[config.mk]
export PLATFORM = sky130hd
export DESIGN_NAME = reg_mask_encoder
export DESIGN_NICKNAME = d
export VERILOG_FILES = /design/src/rtl/rv_regfile_pkg.sv /design/src/rtl/pri_enc32to5.sv /design/src/rtl/reg_mask_encoder.sv
export SDC_FILE = /design/constraint.sdc
export NUM_CORES = 1
export LEC_CHECK = 0
export CORE_MARGIN = 2
export CORE_UTILIZATION = 47
export DETAILED_ROUTE_END_ITERATION = 12
export PLACE_DENSITY = 0.82
export SYNTH_ARGS = -nofsm -noshare
export SYNTH_HDL_FRONTEND = slang
export SYNTH_HIERARCHICAL = 1
export SYNTH_SLANG_ARGS = --single-unit
[constraint.sdc]
create_clock -name clk -period 3.2 [get_ports clk]
set_input_delay 0.64 -clock clk [delete_from_list [all_inputs] [get_ports clk]]
set_output_delay 0.64 -clock clk [all_outputs]
set_load 0.02 [all_outputs]
[src/rtl/rv_regfile_pkg.sv]
`default_nettype none
// ============================================================================
//  Package     : rv_regfile_pkg
//  Description : Shared register-file constants and the mask-encoder state
//                type used by reg_mask_encoder and pri_enc32to5.
//  Revision    : 1.0  initial release
// ============================================================================
package rv_regfile_pkg;

    // Number of architectural registers, i.e. the register-mask width.
    localparam int NREGS  = 32;

    // Register address width, clog2(NREGS).
    localparam int AW     = 5;

    // Bit position of the hard-wired zero register.
    localparam int REG_X0 = 0;

    // Encoder control state: waiting for a mask, or emitting addresses.
    typedef enum logic [0:0] {
        IDLE = 1'b0,
        BUSY = 1'b1
    } state_e;

endpackage : rv_regfile_pkg
`default_nettype wire

[src/rtl/pri_enc32to5.sv]
`default_nettype none
// ============================================================================
//  Module      : pri_enc32to5
//  Description : Combinational lowest-set-bit priority encoder. Reports the
//                index of the lowest set bit, whether any bit is set, and
//                whether exactly one bit is set.
//  Revision    : 1.0  initial release
// ============================================================================
module pri_enc32to5
    import rv_regfile_pkg::*;
(
    input  logic [NREGS-1:0] vec,
    output logic [AW-1:0]    idx,
    output logic             any,
    output logic             one
);

    // Scan from the top down so the last hit (lowest index) wins.
    always_comb begin
        idx = '0;
        for (int i = NREGS - 1; i >= 0; i--) begin
            if (vec[i]) begin
                idx = i[AW-1:0];
            end
        end
    end

    // Exactly one bit set <=> nonzero and clearing the lowest bit leaves zero.
    always_comb begin
        any = |vec;
        one = any && ((vec & (vec - NREGS'(1))) == '0);
    end

endmodule : pri_enc32to5
`default_nettype wire

[src/rtl/reg_mask_encoder.sv]
`default_nettype none
// ============================================================================
//  Module      : reg_mask_encoder
//  Description : Turns a register mask into a stream of register addresses,
//                lowest set bit first, one address per handshake, with a last
//                flag, a done pulse and a running beat count. A new mask can
//                be taken on the same cycle as the final beat of the previous
//                one, so consecutive masks stream without a bubble.
//  Revision    : 1.0  initial release
// ============================================================================
module reg_mask_encoder
    import rv_regfile_pkg::*;
#(
    parameter int SKIP_X0 = 1
) (
    input  logic             clk,
    input  logic             reset,
    input  logic             mask_valid,
    output logic             mask_ready,
    input  logic [NREGS-1:0] mask,
    output logic             adr_valid,
    input  logic             adr_ready,
    output logic [AW-1:0]    adr,
    output logic             adr_last,
    output logic             done,
    output logic [AW:0]      count
);

    localparam logic [AW:0] c_COUNT_MAX = (AW + 1)'(NREGS);
    localparam logic [AW:0] c_COUNT_ONE = (AW + 1)'(1);

    state_e           state_q;
    state_e           state_d;
    logic [NREGS-1:0] pend_q;
    logic [NREGS-1:0] pend_d;
    logic [AW:0]      count_q;
    logic [AW:0]      count_d;
    logic             done_q;
    logic             done_d;

    logic [NREGS-1:0] w_masked;
    logic [AW-1:0]    w_idx;
    logic             w_any;
    logic             w_one;
    logic             w_beat;
    logic             w_last_beat;
    logic             w_capture;
    logic             w_masked_nz;

    // Single encoder on the pending set; address and last flag come straight
    // from registered state, so adr_ready never reaches adr or adr_valid.
    pri_enc32to5 u_pri_enc (
        .vec (pend_q),
        .idx (w_idx),
        .any (w_any),
        .one (w_one)
    );

    // Incoming mask with x0 removed when x0 is never to be emitted.
    always_comb begin
        w_masked = mask;
        if (SKIP_X0 != 0) begin
            w_masked[REG_X0] = 1'b0;
        end
        w_masked_nz = |w_masked;
    end

    // Output beat and handshake decode; the last-beat overlap makes
    // mask_ready depend on adr_ready.
    always_comb begin
        adr_valid   = (state_q == BUSY) && w_any;
        adr         = w_idx;
        adr_last    = adr_valid && w_one;
        w_beat      = adr_valid && adr_ready;
        w_last_beat = w_beat && adr_last;
        mask_ready  = (state_q == IDLE) || w_last_beat;
        w_capture   = mask_valid && mask_ready;
        done        = done_q;
        count       = count_q;
    end

    // Next-state: a capture overrides the retiring beat of the old mask.
    always_comb begin
        state_d = state_q;
        pend_d  = pend_q;
        count_d = count_q;
        done_d  = 1'b0;

        if (w_beat) begin
            // Clearing the lowest set bit retires exactly the emitted address.
            pend_d = pend_q & (pend_q - NREGS'(1));
            if (count_q < c_COUNT_MAX) begin
                count_d = count_q + c_COUNT_ONE;
            end
            if (w_last_beat) begin
                state_d = IDLE;
                done_d  = 1'b1;
            end
        end

        if (w_capture) begin
            pend_d  = w_masked;
            count_d = '0;
            if (w_masked_nz) begin
                state_d = BUSY;
            end else begin
                // Empty mask: nothing to emit, report completion next cycle.
                state_d = IDLE;
                done_d  = 1'b1;
            end
        end
    end

    // State, pending-set, count and done registers with synchronous reset.
    always_ff @(posedge clk) begin
        if (reset) begin
            state_q <= IDLE;
            pend_q  <= '0;
            count_q <= '0;
            done_q  <= 1'b0;
        end else begin
            state_q <= state_d;
            pend_q  <= pend_d;
            count_q <= count_d;
            done_q  <= done_d;
        end
    end

endmodule : reg_mask_encoder
`default_nettype wire

==> results of run 1 <==
-- per-layer routing --
layer	track usage [%]	vias up	share of wire [%]	wire length, µm
met1	39.3	1627	38	4000
met5	0	-	0	0
met2	46.7	273	46	4860
met3	4.94	63	10	1070
li1	-	1543	-	-
met4	11.8	0	5.2	546
-- tightest hold or removal path, delay by kind of cell (launching register included) --
family / cells / cell delay [ps]
flip-flops: 1 / 370
AND/OR/NAND/NOR: 1 / 80
AO/OA/AOI/OAI: 1 / 60
-- repair_timing --
action                     4_1_cts  5_1_grt
setup endpoints to repair        5       41
buffers inserted                 1        9
gates cloned                     0        3
resized for setup               19       43
pin swaps                        3       16
-- synth_stat cells (3+ instances only) --
master and count:
sky130_fd_sc_hd__o22ai_1 4, sky130_fd_sc_hd__nand4_1 7, sky130_fd_sc_hd__or3_1 11, sky130_fd_sc_hd__a31oi_1 4
sky130_fd_sc_hd__nand2_1 30, sky130_fd_sc_hd__a32o_1 5, sky130_fd_sc_hd__nor2_1 29, sky130_fd_sc_hd__maj3_1 3
sky130_fd_sc_hd__nor3_1 13, sky130_fd_sc_hd__nor4_1 13, sky130_fd_sc_hd__a21boi_0 3, sky130_fd_sc_hd__o311ai_0 8
sky130_fd_sc_hd__o211ai_1 9, sky130_fd_sc_hd__inv_1 10, sky130_fd_sc_hd__dfxtp_1 39, sky130_fd_sc_hd__a211oi_1 4
sky130_fd_sc_hd__a21oi_1 30, sky130_fd_sc_hd__o221ai_1 3, sky130_fd_sc_hd__nand3_1 18, sky130_fd_sc_hd__o31ai_1 5
sky130_fd_sc_hd__clkbuf_1 14, sky130_fd_sc_hd__xor2_1 3, sky130_fd_sc_hd__nor4_2 3, sky130_fd_sc_hd__o21ai_0 15
sky130_fd_sc_hd__or4_1 14
-- power groups by stage --
stage / Sequential, mW / Clock, mW / Combinational, mW
global route: 0.541 / 0.456 / 0.627
floorplan: 0.564 / 0 / 0.247
global placement: 0.543 / 0 / 0.477
finish: 0.539 / 0.433 / 0.594
CTS: 0.536 / 0.429 / 0.498
detailed placement: 0.545 / 0 / 0.486
-- how the worst max path moves through the flow --
stage / start / depth (start not counted) / endpoint
6_report: pend_q[11] / 14 / pend_q[16]
5_1_grt: pend_q[11] / 14 / pend_q[16]
4_1_cts: pend_q[7] / 10 / mask_ready
3_5_place_dp: pend_q[6] / 10 / mask_ready
3_3_place_gp: pend_q[12] / 11 / mask_ready
2_1_floorplan: pend_q[12] / 12 / pend_q[10]
-- kinds of logic after synthesis --
logic type	count (synthesis)	synth area share [%]
mux	1	0.389
compound gates	107	28.2
other cells	1	0.146
xor+xnor	4	1.36
flops	39	30.3
simple gates	155	34.1
fa+ha+maj	4	1.65
buf+inv	26	3.89
-- cell type report --
cell class                 instances  area share [%]
inverter                          10           0.953
clock buffer                       6            2.10
clock inverter                     2           0.890
tap                               70            2.22
multi-input combinational        275            46.6
timing repair buffer             117            27.3
sequential                        39            19.9
-- state kept, by name, summed over array words and instances (netlist names) --
register and count:
count 6, done 1, state_q 1, pend_q 31
-- cells in the final DEF (no fill, tap or decap), types with 4 or more instances in the layout --
cell                              synthesis  routed
sky130_fd_sc_hd__inv_1                   10      10
sky130_fd_sc_hd__clkdlybuf4s50_1          0      42
sky130_fd_sc_hd__nor4_1                  13      12
sky130_fd_sc_hd__nor3_1                  13      11
sky130_fd_sc_hd__nor4_4                   2       4
sky130_fd_sc_hd__nand3_1                 18      18
sky130_fd_sc_hd__buf_4                    0      60
sky130_fd_sc_hd__or4_1                   14      14
sky130_fd_sc_hd__clkbuf_8                 0       6
sky130_fd_sc_hd__o22ai_1                  4       4
sky130_fd_sc_hd__a21oi_2                  0       4
sky130_fd_sc_hd__nor2_1                  29      28
sky130_fd_sc_hd__or3_1                   11      10
sky130_fd_sc_hd__dfxtp_1                 39      36
sky130_fd_sc_hd__conb_1                   1       4
sky130_fd_sc_hd__o21ai_1                  0       7
sky130_fd_sc_hd__nand4_1                  7       7
sky130_fd_sc_hd__buf_6                    0       7
sky130_fd_sc_hd__a31oi_1                  4       4
sky130_fd_sc_hd__o21ai_0                 15       8
sky130_fd_sc_hd__o211ai_1                 9       9
sky130_fd_sc_hd__a211oi_1                 4       4
sky130_fd_sc_hd__nand2_1                 30      26
sky130_fd_sc_hd__a21oi_1                 30      25
sky130_fd_sc_hd__o311ai_0                 8       8
sky130_fd_sc_hd__a32o_1                   5       5
==> flow_metrics.tcl, run 1 <==
set metrics [dict create \
    cts_tree "done" \
    grt.total_usage_pct 29.2 \
    final-instance-count-excl-fill 519 \
    post-route-period-util_pct 107 \
    end_kind "flop" \
    power.share.clock_pct 27.7 \
    holdWs_ps 541 \
    design.die.area_mm2 0.00609 \
    cts_num_sinks 39 \
    cp_slowest_stage_delay_ps 380 \
    global_route_wire_length_before_repair_mm 14.2 \
    holdCritPathClass "flop to flop" \
    insertedDiodeCount 0 \
    htree_levels 2 \
    sequential_cell_area_um2 785 \
    yosysWarningCount 6 \
    final.min_clock_period_ps 3430 \
    synth_area_leader_cell "sky130_fd_sc_hd__dfxtp_1" \
    rr_endpoint "pend_q[16]" \
    detail-route-antenna-nets 0 \
    grt_setup_unrepaired "yes" \
    post-synth-top-area-fraction_pct 30.3 \
    grt-ovfl-total 0 \
    coreArea_mm2 0.00520 \
    cts-buffers-inserted 5 \
    die_w_um 78.0 \
    finish.instance_area_mm2 0.00394 \
    critPathMostFrequentCell "sky130_fd_sc_hd__buf_4" \
    critPathBufInv 4 \
    initial_antenna_violation_count 0 \
    number_of_hold_repair_buffers_added_at_the_cts_stage 0 \
    timing.critical_path.required_ps 3440 \
    dpl-instance-area_mm2 0.00352 \
    arrival_ps 3670 \
    synth_cells 337 \
    power.share.combinational_pct 37.9 \
    relSlewSlack_pct 57.6 \
    finalClockSkew_ps 8.94 \
    hp-start "count[5]" \
    internal_power_mw 1.04 \
    worst-setup-path-type "flop to flop" \
    ys_top_cells_by_area "sky130_fd_sc_hd__dfxtp_1, sky130_fd_sc_hd__a21oi_1, sky130_fd_sc_hd__nand2_1" \
    detailroute.via_count 3506 \
    final_critical_path_setup_slack_ps -233 \
    grt_start_max_net_pins 26 \
    seq_power_share_pct 34.4 \
    violated_checks "setup timing" \
    max-cap-violations 0 \
    initial_utilization_pct 49.5 \
    place_hpwl_mm 6.36 \
    wire_per_inst_um 20.2 \
    start_kind "flop" \
    clkTransAtPathRegs_ps 80 \
    reg2reg_slack_ps -230 \
    clk_path_buf_depth 2 \
    tns_ps -3870 \
    net_sw_power_uw 522 \
    drt_iter0_drc 462 \
    ctsRootBufferMaster "sky130_fd_sc_hd__clkbuf_8" \
    worst_pin_slew_ps 631 \
    synth.cell_area_mm2 0.00258 \
    timing.rr.start "pend_q[11]" \
    drive_gt1_share_pct 25.2 \
    avg_inst_size_synth_um2 7.64 \
    worstPathCellList "nor4_4 -> buf_4 -> and4_4 -> nand2_4 -> o31ai_4 -> nand4_1 -> nor4_2 -> buf_4 -> nand4_1 -> buf_4 -> a21oi_4 -> nor2_1 -> a2111oi_2 -> buf_4" \
    hold_violations 0 \
    io_pins 51 \
    power_mw 1.57 \
    power_per_cell_area_mw_per_mm2 398 \
    synthFlopType "sky130_fd_sc_hd__dfxtp_1" \
    rr_worst_depth 14 \
    critPathSlowestCell "sky130_fd_sc_hd__a2111oi_2" \
    insertion_delay_ps 300 \
    final_util_pct 75.6 \
    nNetsFinal 485 \
    cpLargestDelayFamily "simple AND/OR/NAND/NOR gates" \
    dp.cells 498 \
    grt_pass1_vias 2951 \
    setup_viol 33 \
    leakage_nw 1.53 \
    sw_frac_of_total_pct 33.3 \
    hold-path-cell-count 2 \
    clock.fmax_mhz 291 \
    finalMaxSlewViolations 0 \
    worst_ir_drop_vdd_mv 0.270 \
    synth-async-reset-ratio_pct 0 \
    multiInputGateArea_mm2 0.00184 \
    die_height_um 78.0 \
    yosys.cell_types.count 57 \
    critical_path.max_fanout 6 \
    place_ws_ps -237 \
    syn2layout_area_growth_pct 52.8 \
    route.detailed.vias_per_inst 6.76 \
    synth_edf_count 0 \
    fill_cells 360 \
    run_status "finished, violations left" \
    ys_seq_elements 39 \
    drt_drc_violations_left 0 \
    seq_area_frac_synth_pct 30.3 \
    drt_wl_total_mm 10.5 \
    routabilityCongestion 0.930 \
    num_rows 26 \
    detail_route.first_pass.iterations 6 \
    place.port_buffers 49 \
    worst_hold_path.endpoint "count[5]" \
]
Note: power is estimated with default switching activity, not from simulation.
==> run 2: changes to the inputs <==
Settings changed: PLACE_DENSITY 0.82 to 0.88.
==> run 2 against run 1 <==
Against the previous run: the flow still finishes with violations (setup timing); combinational power decreased by 1%; via count decreased by 0.80%; core utilization increased by 0.82 points; first-iteration DRC count increased by 25%; non-clock buffer count decreased by 1; clock power decreased by 22%; sequential share of layout area decreased by 0.21 points; clock skew decreased by 3.6 ps; fmax decreased by 4.0%.
==> flow_metrics.tcl, run 2 (synthesis gave the netlist of run 1 again) <==
set metrics [dict create \
    dp.cells 497 \
    grt-ovfl-total 0 \
    initial_antenna_violation_count 0 \
    final.min_clock_period_ps 3580 \
    wire_per_inst_um 19.7 \
    grt_setup_unrepaired "yes" \
    reg2reg_slack_ps -380 \
    layout_common_cells "sky130_fd_sc_hd__buf_4, sky130_fd_sc_hd__clkdlybuf4s50_1, sky130_fd_sc_hd__dfxtp_1" \
    die_w_um 78.0 \
    worst_hold_path.endpoint "count[1]" \
    drt_drc_violations_left 0 \
    run_status "finished, violations left" \
    final-instance-count-excl-fill 518 \
    timing.critical_path.required_ps 3370 \
    end_kind "flop" \
    insertion_delay_ps 300 \
    finalMaxSlewViolations 0 \
    holdCritPathClass "flop to flop" \
    detail_route.first_pass.iterations 6 \
    rr_worst_depth 13 \
    final_common_cell "sky130_fd_sc_hd__buf_4" \
    power_mw 1.47 \
    global_route_wire_length_before_repair_mm 14.3 \
    post-route-period-util_pct 112 \
    io_pins 51 \
    drt_iter0_drc 578 \
    die_height_um 78.0 \
    rr_endpoint "pend_q[16]" \
    route.detailed.vias_per_inst 6.71 \
    max_flop_register "pend_q" \
    routabilityCongestion 0.958 \
    place_hpwl_mm 6.33 \
    cts-buffers-inserted 5 \
    place.port_buffers 49 \
    worst-setup-path-type "flop to flop" \
    drt_wl_total_mm 10.2 \
    sw_frac_of_total_pct 35.6 \
    power.share.clock_pct 23.0 \
    hp-start "count[1]" \
    holdWs_ps 542 \
    clk_path_buf_depth 2 \
    timing.rr.start "pend_q[6]" \
    power_per_cell_area_mw_per_mm2 368 \
    final_critical_path_setup_slack_ps -376 \
    net_sw_power_uw 522 \
    internal_power_uw 943 \
    leakage_nw 1.56 \
    ctsRootBufferMaster "sky130_fd_sc_hd__clkbuf_8" \
    syn2layout_area_growth_pct 54.5 \
    cp_slowest_stage_delay_ps 420 \
    cpLargestDelayFamily "compound AO/OA/AOI/OAI gates" \
    grt_pass1_vias 2982 \
    num_rows 26 \
    initial_utilization_pct 49.5 \
    nNetsFinal 484 \
    relSlewSlack_pct 53.4 \
    drive_gt1_share_pct 27.7 \
    setup_viol 40 \
    worstPathCellList "nor4_4 -> nand2_1 -> o41ai_1 -> o2111a_1 -> nand4_1 -> nor4_2 -> buf_4 -> nand4_1 -> buf_4 -> buf_6 -> a21oi_4 -> nor3_1 -> a2111oi_1" \
    fill_cells 354 \
    arrival_ps 3750 \
    critical_path.max_fanout 6 \
    htree_levels 2 \
    max-cap-violations 0 \
    violated_checks "setup timing" \
    detail-route-antenna-nets 0 \
    critPathSlowestCell "sky130_fd_sc_hd__a2111oi_1" \
    grt.total_usage_pct 29.3 \
    design.die.area_mm2 0.00609 \
    worst_pin_slew_ps 694 \
    detailroute.via_count 3478 \
    hold-path-cell-count 2 \
    critPathBufInv 3 \
    cts_tree "done" \
    coreArea_mm2 0.00520 \
    insertedDiodeCount 0 \
    clkTransAtPathRegs_ps 80 \
    cts_num_sinks 39 \
    start_kind "flop" \
    finalClockSkew_ps 5.38 \
    clock.fmax_mhz 280 \
    number_of_flip_flops_under_the_largest_register_name 31 \
    power.share.combinational_pct 40.1 \
    worst_ir_drop_vdd_mv 0.324 \
    hold_violations 0 \
    seq_power_share_pct 36.8 \
    grt_start_max_net_pins 26 \
    cp_num_cells 13 \
    number_of_hold_repair_buffers_added_at_the_cts_stage 0 \
]
==> run 2: cell count changes in the layout (fill, tap and decap cells not counted), sizes merged <==
cell           change
buf                -1
bufinv             -1
clkbuf             -1
clkdlybuf4s50      +1
clkinvlp           +2
dlygate4sd2        -2
dlymetal6s2s       +1
==> run 2: routing by layer <==
layer  part of all wire (%)  track usage (%)  vias up
li1                       -                -     1545
met3                    9.9             5.63       77
met4                    4.6             12.1        0
met1                     38             37.5     1615
met2                     48             48.5      241
met5                      0                0        -
==> run 2: what timing repair did <==
action / in CTS / in global routing
buffers inserted: 3 / 8
endpoints found under the setup margin: 20 / 44
cloned: 0 / 2
gates resized for setup: 18 / 66
pin swaps: 3 / 29
==> run 2: final cells by class <==
type	instances	area [µm²]	share of cell area [%]
clock buffer	5	68.8	1.73
inverter	10	37.5	0.943
clock inverter	3	20.0	0.503
timing repair buffer	116	1090	27.3
tap	70	87.6	2.20
multi-input combinational	275	1890	47.6
sequential	39	785	19.7
==> run 2: metrics by stage <==
stage                     TNS (ps)  utilization, %  worst slack (ps)  instance area [µm²]
after CTS                     -112            70.2             -96.8                 3650
after floorplan                  0               -              83.0                 2590
after detailed placement      -755            67.5              -301                 3510
final                        -9820            76.5              -376                 3980
after global routing        -14910            76.5              -546                 3980
after global placement        -508            67.5              -286                 3510
==> run 2: worst register-to-register path: stages, from the launching register on <==
cell and delay, ps:
sky130_fd_sc_hd__dfxtp_2 340, sky130_fd_sc_hd__nor4_4 390, sky130_fd_sc_hd__nand2_1 240, sky130_fd_sc_hd__o41ai_1 360, sky130_fd_sc_hd__o2111a_1 270, sky130_fd_sc_hd__nand4_1 130, sky130_fd_sc_hd__nor4_2 300, sky130_fd_sc_hd__buf_4 180
sky130_fd_sc_hd__nand4_1 130, sky130_fd_sc_hd__buf_4 200, sky130_fd_sc_hd__buf_6 120, sky130_fd_sc_hd__a21oi_4 260, sky130_fd_sc_hd__nor3_1 110, sky130_fd_sc_hd__a2111oi_1 420
==> run 2: how the worst max path moves through the flow <==
stage / startpoint / end / slack [ps]
after CTS: pend_q[7] / mask_ready / -100
after global routing: pend_q[6] / pend_q[16] / -550
final: pend_q[6] / pend_q[16] / -380
after global placement: pend_q[12] / mask_ready / -290
after detailed placement: pend_q[12] / mask_ready / -300
after floorplan: pend_q[12] / pend_q[10] / 80
==> run 2: power groups by stage <==
stage	logic, mW	clock network [mW]	registers, mW
2_1_floorplan	0.247	0	0.564
3_3_place_gp	0.476	0	0.544
3_5_place_dp	0.486	0	0.546
4_1_cts	0.502	0.339	0.537
5_1_grt	0.621	0.357	0.542
6_report	0.588	0.338	0.539
